[config.mk]
export PLATFORM = sky130hd
export DESIGN_NAME = tpu_tile_scheduler_flat
export DESIGN_NICKNAME = d
export VERILOG_FILES = /design/src/rtl/tpu_tile_scheduler_pkg.sv /design/src/rtl/tpu_tile_scheduler_if.sv /design/src/rtl/tpu_tile_scheduler_addr_gen.sv /design/src/rtl/tpu_tile_scheduler.sv /design/src/flat_wrapper.sv
export SDC_FILE = /design/constraint.sdc
export NUM_CORES = 1
export LEC_CHECK = 0
export ABC_AREA = 1
export CORE_MARGIN = 1.5
export CORE_UTILIZATION = 25
export DETAILED_ROUTE_END_ITERATION = 7
export PLACE_DENSITY = 0.48
export SLEW_MARGIN = 5
export SYNTH_ARGS = -nofsm -noshare
export SYNTH_HDL_FRONTEND = slang
export SYNTH_SLANG_ARGS = --single-unit
[constraint.sdc]
create_clock -name clk -period 22.7 [get_ports clk]
set_clock_uncertainty 0.15 [all_clocks]
set_input_delay 4.54 -clock clk [delete_from_list [all_inputs] [get_ports clk]]
set_output_delay 4.54 -clock clk [all_outputs]
set_load 0.05 [all_outputs]
[src/rtl/tpu_tile_scheduler_pkg.sv]
// Shared types for the systolic-array tile scheduler.
//   TILE       : array edge length (4 is the only supported value)
//   IDXW       : buffer index width
//   state_t    : scheduler FSM states
//   tile_cmd_t : one tile command (buffer bases, valid rows, reduction depth)
package tpu_pkg;

  localparam int TILE = 4;
  localparam int IDXW = 16;

  typedef enum logic [2:0] {
    ST_IDLE,
    ST_ISSUE,
    ST_WAIT,
    ST_NEXT,
    ST_DONE
  } state_t;

  typedef struct packed {
    logic [15:0] a_base;
    logic [15:0] b_base;
    logic [15:0] c_base;
    logic [2:0]  rows;
    logic [7:0]  k;
  } tile_cmd_t;

endpackage

[src/rtl/tpu_tile_scheduler_if.sv]
// Tile command channel between the scheduler and the systolic-array core.
//   master : scheduler side. It drives cmd_valid and the payload, and receives
//            cmd_ready and tile_done.
//   slave  : array side.
interface tpu_tile_scheduler_if;

  logic        cmd_valid;
  logic        cmd_ready;
  logic [15:0] cmd_a_base;
  logic [15:0] cmd_b_base;
  logic [15:0] cmd_c_base;
  logic [2:0]  cmd_rows;
  logic [7:0]  cmd_k;
  logic        tile_done;

  modport master (
    output cmd_valid, cmd_a_base, cmd_b_base, cmd_c_base, cmd_rows, cmd_k,
    input  cmd_ready, tile_done
  );

  modport slave (
    input  cmd_valid, cmd_a_base, cmd_b_base, cmd_c_base, cmd_rows, cmd_k,
    output cmd_ready, tile_done
  );

endinterface

[src/rtl/tpu_tile_scheduler_addr_gen.sv]
// tpu_tile_addr_gen: holds the mt (inner) and nt (outer) tile counters. It
// computes the command fields of the tile that the counters will address
// after this edge.
//   clk, rst_n : clock and asynchronous active-low reset
//   clr        : zero both counters (job start)
//   adv        : step to the next tile (mt inner, nt outer)
//   k, m, n    : problem size (the caller supplies the live inputs on the start cycle)
//   cmd_nxt    : fields for the tile at the post-edge counter values
//   last       : the current counters address the final tile
module tpu_tile_addr_gen #(
  parameter int TILE = 4,
  parameter int IDXW = 16
) (
  input  logic               clk,
  input  logic               rst_n,
  input  logic               clr,
  input  logic               adv,
  input  logic [7:0]         k,
  input  logic [7:0]         m,
  input  logic [7:0]         n,
  output tpu_pkg::tile_cmd_t cmd_nxt,
  output logic               last
);

  logic [6:0] mt, nt, mt_nxt, nt_nxt, mt_last, nt_last;
  logic [8:0] m_up, n_up;

  // ceil(x/TILE) - 1. A zero dimension never reaches the issue path, so the
  // wrap to all-ones in that case does not matter.
  assign m_up    = {1'b0, m} + 9'(TILE - 1);
  assign n_up    = {1'b0, n} + 9'(TILE - 1);
  assign mt_last = 7'(m_up / 9'(TILE)) - 7'd1;
  assign nt_last = 7'(n_up / 9'(TILE)) - 7'd1;

  assign last = (mt == mt_last) && (nt == nt_last);

  always_comb begin
    mt_nxt = mt;
    nt_nxt = nt;
    if (clr) begin
      mt_nxt = '0;
      nt_nxt = '0;
    end else if (adv) begin
      if (mt == mt_last) begin
        mt_nxt = '0;
        nt_nxt = nt + 7'd1;
      end else begin
        mt_nxt = mt + 7'd1;
      end
    end
  end

  always_ff @(posedge clk or negedge rst_n) begin
    if (!rst_n) begin
      mt <= '0;
      nt <= '0;
    end else begin
      mt <= mt_nxt;
      nt <= nt_nxt;
    end
  end

  // The fields are computed from the post-edge counters. The scheduler can
  // then register them on the same edge that enters ISSUE.
  always_comb begin
    cmd_nxt.a_base = IDXW'(mt_nxt) * IDXW'(k);
    cmd_nxt.b_base = IDXW'(nt_nxt) * IDXW'(k);
    cmd_nxt.c_base = IDXW'(nt_nxt) * IDXW'(m) + IDXW'(mt_nxt) * IDXW'(TILE);
    cmd_nxt.rows   = ((mt_nxt == mt_last) && (m[1:0] != 2'b00)) ? {1'b0, m[1:0]} : 3'(TILE);
    cmd_nxt.k      = k;
  end

endmodule

[src/rtl/tpu_tile_scheduler.sv]
// tpu_tile_scheduler: walks a K x M x N matmul as 4x4 output tiles. It issues
// one command per tile and waits for tile_done before issuing the next.
//   clk, rst_n        : clock and asynchronous active-low reset
//   in_valid, K, M, N : job start pulse and problem size (sampled in IDLE only)
//   busy, done        : job in progress / one-cycle completion pulse
//   cmd               : tile command channel (master side)
//   perf_cycles, perf_stall : present only when TPU_SCHED_PERF_EN is defined
//
// state | meaning
// IDLE  | waiting for in_valid
// ISSUE | cmd_valid high, waiting for cmd_ready
// WAIT  | command accepted, waiting for tile_done
// NEXT  | step to the next tile, or finish
// DONE  | done pulse, then back to IDLE
module tpu_tile_scheduler #(
  parameter int TILE = tpu_pkg::TILE,
  parameter int IDXW = tpu_pkg::IDXW
) (
  input  logic       clk,
  input  logic       rst_n,
  input  logic       in_valid,
  input  logic [7:0] K,
  input  logic [7:0] M,
  input  logic [7:0] N,
  output logic       busy,
  output logic       done,
`ifdef TPU_SCHED_PERF_EN
  output logic [31:0] perf_cycles,
  output logic [31:0] perf_stall,
`endif
  tpu_tile_scheduler_if.master cmd
);
  import tpu_pkg::*;

  state_t    state, state_nxt;
  logic [7:0] k_q, m_q, n_q, k_eff, m_eff, n_eff;
  logic      start, adv, last, cmd_valid_q;
  tile_cmd_t cmd_nxt, cmd_q;

  assign start = (state == ST_IDLE) && in_valid;
  assign k_eff = start ? K : k_q;
  assign m_eff = start ? M : m_q;
  assign n_eff = start ? N : n_q;

  tpu_tile_addr_gen #(.TILE(TILE), .IDXW(IDXW)) u_addr_gen (
    .clk     (clk),
    .rst_n   (rst_n),
    .clr     (start),
    .adv     (adv),
    .k       (k_eff),
    .m       (m_eff),
    .n       (n_eff),
    .cmd_nxt (cmd_nxt),
    .last    (last)
  );

  always_comb begin
    state_nxt = state;
    adv       = 1'b0;
    case (state)
      ST_IDLE:  if (in_valid) state_nxt = (K == 8'd0 || M == 8'd0 || N == 8'd0) ? ST_DONE : ST_ISSUE;
      ST_ISSUE: if (cmd_valid_q && cmd.cmd_ready) state_nxt = ST_WAIT;
      ST_WAIT:  if (cmd.tile_done) state_nxt = ST_NEXT;
      ST_NEXT: begin
        if (last) begin
          state_nxt = ST_DONE;
        end else begin
          adv       = 1'b1;
          state_nxt = ST_ISSUE;
        end
      end
      ST_DONE:  state_nxt = ST_IDLE;
      default:  state_nxt = ST_IDLE;
    endcase
  end

  // The outputs are registered from the next state, so they line up with the state register.
  always_ff @(posedge clk or negedge rst_n) begin
    if (!rst_n) begin
      state       <= ST_IDLE;
      busy        <= 1'b0;
      done        <= 1'b0;
      cmd_valid_q <= 1'b0;
      cmd_q       <= '0;
      k_q         <= '0;
      m_q         <= '0;
      n_q         <= '0;
    end else begin
      state       <= state_nxt;
      busy        <= (state_nxt != ST_IDLE);
      done        <= (state_nxt == ST_DONE);
      cmd_valid_q <= (state_nxt == ST_ISSUE);
      if (start) begin
        k_q <= K;
        m_q <= M;
        n_q <= N;
      end
      // The payload loads only on entry to ISSUE, so it holds steady under backpressure.
      if (state_nxt == ST_ISSUE && state != ST_ISSUE) cmd_q <= cmd_nxt;
    end
  end

  assign cmd.cmd_valid  = cmd_valid_q;
  assign cmd.cmd_a_base = cmd_q.a_base;
  assign cmd.cmd_b_base = cmd_q.b_base;
  assign cmd.cmd_c_base = cmd_q.c_base;
  assign cmd.cmd_rows   = cmd_q.rows;
  assign cmd.cmd_k      = cmd_q.k;

`ifdef TPU_SCHED_PERF_EN
  always_ff @(posedge clk or negedge rst_n) begin
    if (!rst_n) begin
      perf_cycles <= '0;
      perf_stall  <= '0;
    end else if (start) begin
      perf_cycles <= '0;
      perf_stall  <= '0;
    end else begin
      if (busy) perf_cycles <= perf_cycles + 32'd1;
      if (cmd_valid_q && !cmd.cmd_ready) perf_stall <= perf_stall + 32'd1;
    end
  end
`endif

endmodule

[src/flat_wrapper.sv]
// flat-port wrapper written by rule: the top's interface ports become plain ports
module tpu_tile_scheduler_flat import tpu_pkg::*;
#(
  parameter int TILE = tpu_pkg::TILE,
  parameter int IDXW = tpu_pkg::IDXW
)
  (clk, rst_n, in_valid, K, M, N, busy, done, cmd_cmd_valid, cmd_cmd_a_base, cmd_cmd_b_base, cmd_cmd_c_base, cmd_cmd_rows, cmd_cmd_k, cmd_cmd_ready, cmd_tile_done);
  tpu_tile_scheduler_if cmd_i ();
  input  logic clk;
  input  logic rst_n;
  input  logic in_valid;
  input  logic [7:0] K;
  input  logic [7:0] M;
  input  logic [7:0] N;
  output logic busy;
  output logic done;
  output wire logic [$bits(cmd_i.cmd_valid)-1:0] cmd_cmd_valid;
  output wire logic [$bits(cmd_i.cmd_a_base)-1:0] cmd_cmd_a_base;
  output wire logic [$bits(cmd_i.cmd_b_base)-1:0] cmd_cmd_b_base;
  output wire logic [$bits(cmd_i.cmd_c_base)-1:0] cmd_cmd_c_base;
  output wire logic [$bits(cmd_i.cmd_rows)-1:0] cmd_cmd_rows;
  output wire logic [$bits(cmd_i.cmd_k)-1:0] cmd_cmd_k;
  input wire logic [$bits(cmd_i.cmd_ready)-1:0] cmd_cmd_ready;
  input wire logic [$bits(cmd_i.tile_done)-1:0] cmd_tile_done;
  assign cmd_cmd_valid = cmd_i.cmd_valid;
  assign cmd_cmd_a_base = cmd_i.cmd_a_base;
  assign cmd_cmd_b_base = cmd_i.cmd_b_base;
  assign cmd_cmd_c_base = cmd_i.cmd_c_base;
  assign cmd_cmd_rows = cmd_i.cmd_rows;
  assign cmd_cmd_k = cmd_i.cmd_k;
  assign cmd_i.cmd_ready = cmd_cmd_ready;
  assign cmd_i.tile_done = cmd_tile_done;
  tpu_tile_scheduler #(.TILE(TILE), .IDXW(IDXW)) u_core (.clk(clk), .rst_n(rst_n), .in_valid(in_valid), .K(K), .M(M), .N(N), .busy(busy), .done(done), .cmd(cmd_i));
endmodule
==> metrics, run 1 <==
Inserted Clock Buffers=9; sequential share of the synthesized area=23.39%; cts hold-fix bufs=0; Inserted Diodes=0; total track usage=14.28%; Fmax achieved=0.07504 GHz; worst min path class=flop to flop; CP max FO=54; number of flops mapped to enable cells by yosys=0; number of max-cap violations=0; Netlist cell types=50; FP Rows=75; via-per-instance ratio=4.375; largest net degree at the start of global routing=63; CP Capture Type=flop; final worst-path cycle share=58.71%; vias=8768; Worst Path Arrival=13.46 ns; Setup CP Type=input pin to flop; CP top delay family=simple AND/OR/NAND/NOR gates; postcts setup bufs=0; Clk Latency, worst-skew pair=0.38 ns; final setup fails=0; most used cell, CP=nand2_1; relative slew slack=12.86%; routability cong.=0.8881; Worst Max-Slew Pin Slew=1.295 ns; Clock transition at path regs=0.08 ns; Final ANT Viol Nets=0; Core Area=0.04232 mm²; required time of the critical path=22.84 ns; status=completed; clock net sink count=101; top cells by area, synth=dfrtp_1, fa_1, ha_1, nand2_1, inv_1; initial antenna violation count=3; # nets final=1652; CTS tree=built; setup_tns=0 ns; area leader, netlist=dfrtp_1; CP Launch Type=input pin; max-slew violations=0; CTS H-Tree Depth=3; total grt overflow=0; Main synth FF type=dfrtp_1; synthesized area=0.01081 mm²; final number of hold-violating endpoints=0; Final min period=13.33 ns; Die W=210.9 µm; vias in the first global route=8950; top cell type's share of synthesized area=23.39%; worst path bufs/invs=8; CTS resizes=0; first-pass GRT wire length=49.06 mm; Syn Area/Cell=8.005 µm²; DRC=0; num ports=91; Iter 0 DRT Violations=542; Initial Util=25.53%; CTS max path bufs=2; PortBufs=88; FF+latch count, synth=101; RSZ-0062 raised after global routing=false; commonest non-fill, non-tap cell in the layout=nand2_1; commonest cells after routing, fill and taps aside=nand2_1, inv_1, nor2_1; post-detail-place hpwl=23.95 mm; layout cells sized above 1=9.460%; Synth Instances=1350; slowest stage delay, CP=0.53 ns; slowest CP cell=fa_1; yosys warns=0; die area=0.04448 mm²; area grow syn2layout=16.27%; CTS Root Buffer Type=clkbuf_16; DR WL/cell=14.96 µm; Pre-antenna DRT Iters=6; Die Ht=210.9 µm; Async S/R FF share, synth=100.0%; Total Wirelength=29.98 mm
sequential cells by signal (all words and copies together) (netlist names):
signal                 count
u_core.u_addr_gen.nt       7
u_core.state               3
u_core.cmd.cmd_b_base     15
u_core.m_q                 8
u_core.cmd.cmd_rows        3
u_core.done                1
u_core.u_addr_gen.mt       7
u_core.busy                1
u_core.cmd.cmd_c_base     16
u_core.n_q                 8
u_core.cmd.cmd_k           8
u_core.cmd.cmd_a_base     15
u_core.k_q                 8
u_core.cmd.cmd_valid       1
worst register-to-register path, delay by kind of cell, from the launching register on:
| kind | cells | cell delay, ns |
|---|---|---|
| AO/OA/AOI/OAI | 7 | 1.12 |
| XOR/XNOR | 2 | 0.25 |
| adder cells (fa/ha/maj) | 6 | 2.73 |
| buffers and inverters | 6 | 0.60 |
| flip-flops | 1 | 0.47 |
| AND/OR/NAND/NOR | 25 | 3.76 |
metal layers:
metal | routed length (µm) | GRT usage (%)
met1 | 14600 | 19.90
met2 | 13190 | 22.17
met3 | 1497 | 2.721
met4 | 667 | 4.680
met5 | 24 | 0
worst paths after layout:
path | from | endpoint | slack (ns) | cells after the start
setup / recovery | in_valid | u_core.cmd.cmd_c_base[15] | 9.37 | 48
hold / removal | u_core.cmd.cmd_a_base[2] | u_core.cmd.cmd_a_base[2] | 0.33 | 2
setup reg to reg | u_core.state[0] | u_core.cmd.cmd_c_base[15] | 13.53 | 46
hold reg to reg | u_core.cmd.cmd_a_base[2] | u_core.cmd.cmd_a_base[2] | 0.33 | 2
max in group asynchronous | rst_n | u_core.u_addr_gen.nt[5] | 17.09 | 2
min in group asynchronous | rst_n | u_core.cmd.cmd_c_base[5] | 4.08 | 1
kinds of logic (layout without fill, tap and decap cells):
kind of cell | after synthesis | in the layout | synth area share [%]
AO/OA/AOI/OAI | 111 | 111 | 5.453
AND/OR/NAND/NOR | 629 | 629 | 27.39
XOR/XNOR | 45 | 45 | 3.717
adder cells (fa/ha/maj) | 201 | 201 | 29.87
multiplexers | 2 | 2 | 0.2084
flip-flops | 101 | 101 | 23.39
other | 1 | 2 | 0.03470
buffers and inverters | 260 | 336 | 9.934
cell usage after synthesis, types with 7 or more instances:
cell	n
dfrtp_1	101
fa_1	95
nand3_1	75
nand2_1	286
inv_1	211
o21ai_0	58
clkbuf_1	8
a21oi_1	33
inv_2	10
buf_2	16
nand4_1	13
nand2_2	25
nand2_4	7
nor2_1	143
buf_6	7
nand3_2	10
xnor2_1	19
ha_1	106
nor2_2	30
xor2_1	25
or2_2	7
stage by stage:
stage	cells	utilization (%)	hold slack (ns)	cell area, µm²	setup WS, ns
2_1_floorplan	1351	-	0.3239	10810	11.32
3_3_place_gp	1988	28.95	0.3165	12250	9.082
3_5_place_dp	1988	28.95	0.3149	12250	8.963
4_1_cts	2004	29.69	0.3384	12560	9.335
5_1_grt	2004	29.69	0.3628	12560	8.522
6_report	2004	29.69	0.3304	12560	9.374
layout make-up:
cell class,instances,area [µm²]
Clock inverter,7,87.58
Inverter,223,839.6
Multi-Input combinational cell,990,7217
Tap cell,577,721.9
Fill cell,4582,29760
Sequential cell,101,2527
Clock buffer,9,225.2
Timing Repair Buffer,97,945.9
Power of run 1 is left out: the tool's default activity adds up to more than one toggle a clock period on the data nets, which glitch-free logic cannot reach.
==> inputs of run 2 (changes only) <==
==> constraint.sdc (replaced) <==
create_clock -name clk -period 13.05 [get_ports clk]
set_clock_uncertainty 0.15 [all_clocks]
set_input_delay 2.61 -clock clk [delete_from_list [all_inputs] [get_ports clk]]
set_output_delay 2.61 -clock clk [all_outputs]
set_load 0.05 [all_outputs]
==> run 2 against run 1 <==
Via count increased by 0.26%. Register-to-register slack got worse by 9.1 ns. Flip-flop and latch count unchanged. Die area unchanged. Hold slack improved by 0.0028 ns. Global-route usage about the same. Critical path type unchanged. Largest cell class unchanged.
==> metrics, run 2 (synthesized netlist as in run 1, its figures left out) <==
CTS Root Buffer Type=clkbuf_16; hold path start=u_core.cmd.cmd_c_base[2]; Inserted Diodes=0 (unchanged); initial antenna violation count=1 (-2); CP Capture Type=flop; DP Worst Slack=1.888 ns (-7.074 ns); CP Launch Type=input pin; layout cells sized above 1=9.713% (+0.25 points); Worst Path Arrival=10.97 ns (-2.49 ns); Clock transition at path regs=0.08 ns (about the same); final number of hold-violating endpoints=0 (unchanged); total grt overflow=0 (unchanged); area grow syn2layout=16.39%; first-pass GRT wire length=48.91 mm (-0.30%); Inserted Clock Buffers=9 (unchanged); CTS resizes=0 (unchanged); number of max-cap violations=0 (unchanged); final setup fails=0 (unchanged); Die W=210.9 µm (unchanged); vias=8791 (+0.26%); final worst-path cycle share=82.94%; hold path depth=2 (unchanged); final design area excluding fillers=0.01258 mm² (+0.11%); final core utilization=29.72% (+0.033 points); slowest stage delay, CP=0.52 ns (about the same); Pre-antenna DRT Iters=5 (-1); most used cell, CP=nand2_1; total track usage=14.24% (-0.041 points); CTS tree=built; RSZ-0062 raised after global routing=false; routability cong.=0.9027 (+1.6%); cts hold-fix bufs=0 (unchanged); Final min period=10.82 ns; status=completed; Initial Util=25.53% (unchanged); Clk Latency, worst-skew pair=0.39 ns (about the same); worst min path class=flop to flop; CTS H-Tree Depth=3 (unchanged); Setup CP Type=input pin to flop; R2R setup slack=4.46 ns (-9.07 ns); commonest cells after routing, fill and taps aside=nand2_1, inv_1, nor2_1; Worst Reg-to-Reg Cells=48 (+4.3%); max-slew violations=0 (unchanged); postcts setup bufs=0 (unchanged); CP max FO=21 (-61%); Die Ht=210.9 µm (unchanged); Fmax achieved=0.09239 GHz; slowest CP cell=fa_1; setup_tns=0 ns (unchanged); largest net degree at the start of global routing=63 (unchanged); setup ws final=2.226 ns (-7.148 ns); post-detail-place hpwl=24.10 mm (+0.64%); FP Rows=75 (unchanged); CTS max path bufs=2 (unchanged); relative slew slack=24.65% (+12 points); die area=0.04448 mm² (unchanged); Iter 0 DRT Violations=380 (-30%); required time of the critical path=13.19 ns (-9.65 ns); reg2reg start=u_core.state[0]; Total Wirelength=30.06 mm (+0.27%); Worst Max-Slew Pin Slew=1.118 ns (-0.1767 ns); DR WL/cell=14.97 µm (about the same); Final ANT Viol Nets=0 (unchanged); vias in the first global route=8951 (+0.011%); Core Area=0.04232 mm² (unchanged); via-per-instance ratio=4.378 (about the same); num ports=91 (unchanged); PortBufs=88 (unchanged); Critical R2R Capture=u_core.cmd.cmd_c_base[15]; Largest register FFs=16 (unchanged); Area after DPL=0.01228 mm² (+0.24%); # nets final=1656 (+0.24%); DRC=0 (unchanged); clock net sink count=101 (unchanged); Hold EP=u_core.cmd.cmd_c_base[2]; commonest non-fill, non-tap cell in the layout=nand2_1
## run 2: layer usage
| metal | wire length [µm] | up-vias | GRT usage [%] |
|---|---|---|---|
| met5 | 11 | - | 0 |
| met4 | 447 | 2 | 3.645 |
| met3 | 1506 | 22 | 3.226 |
| met2 | 13740 | 162 | 22.74 |
| met1 | 14360 | 4250 | 19.39 |
| li1 | - | 4355 | - |
## run 2: layout make-up
type,count,area [µm²]
Fill cell,4541,29740
Clock inverter,7,71.32
Clock buffer,9,225.2
Tap cell,577,721.9
Multi-Input combinational cell,990,7217
Timing Repair Buffer,101,975.9
Inverter,223,839.6
Sequential cell,101,2527
## run 2: how the worst max path moves through the flow
stage / start / to / slack [ns]
3_3_place_gp: in_valid / u_core.cmd.cmd_c_base[15] / 1.89
5_1_grt: in_valid / u_core.cmd.cmd_c_base[15] / 1.57
2_1_floorplan: in_valid / u_core.cmd.cmd_c_base[15] / 3.60
4_1_cts: in_valid / u_core.cmd.cmd_c_base[15] / 2.25
3_5_place_dp: in_valid / u_core.cmd.cmd_c_base[15] / 1.89
6_report: in_valid / u_core.cmd.cmd_c_base[15] / 2.23
## run 2: worst max-delay path: cells and delay by family
kind	cells	cell delay [ns]
compound gates	8	1.26
xor+xnor	2	0.26
fa+ha+maj	6	2.69
buf+inv	10	1.22
simple gates	24	2.88
## run 2: per-stage QoR
stage	std cells	hold WS (ns)
global placement	1992	0.3185
detailed placement	1992	0.3161
CTS	2008	0.3392
finish	2008	0.3332
global route	2008	0.3554
floorplan	1351	0.3239
Power of run 2 is left out for the same reason.
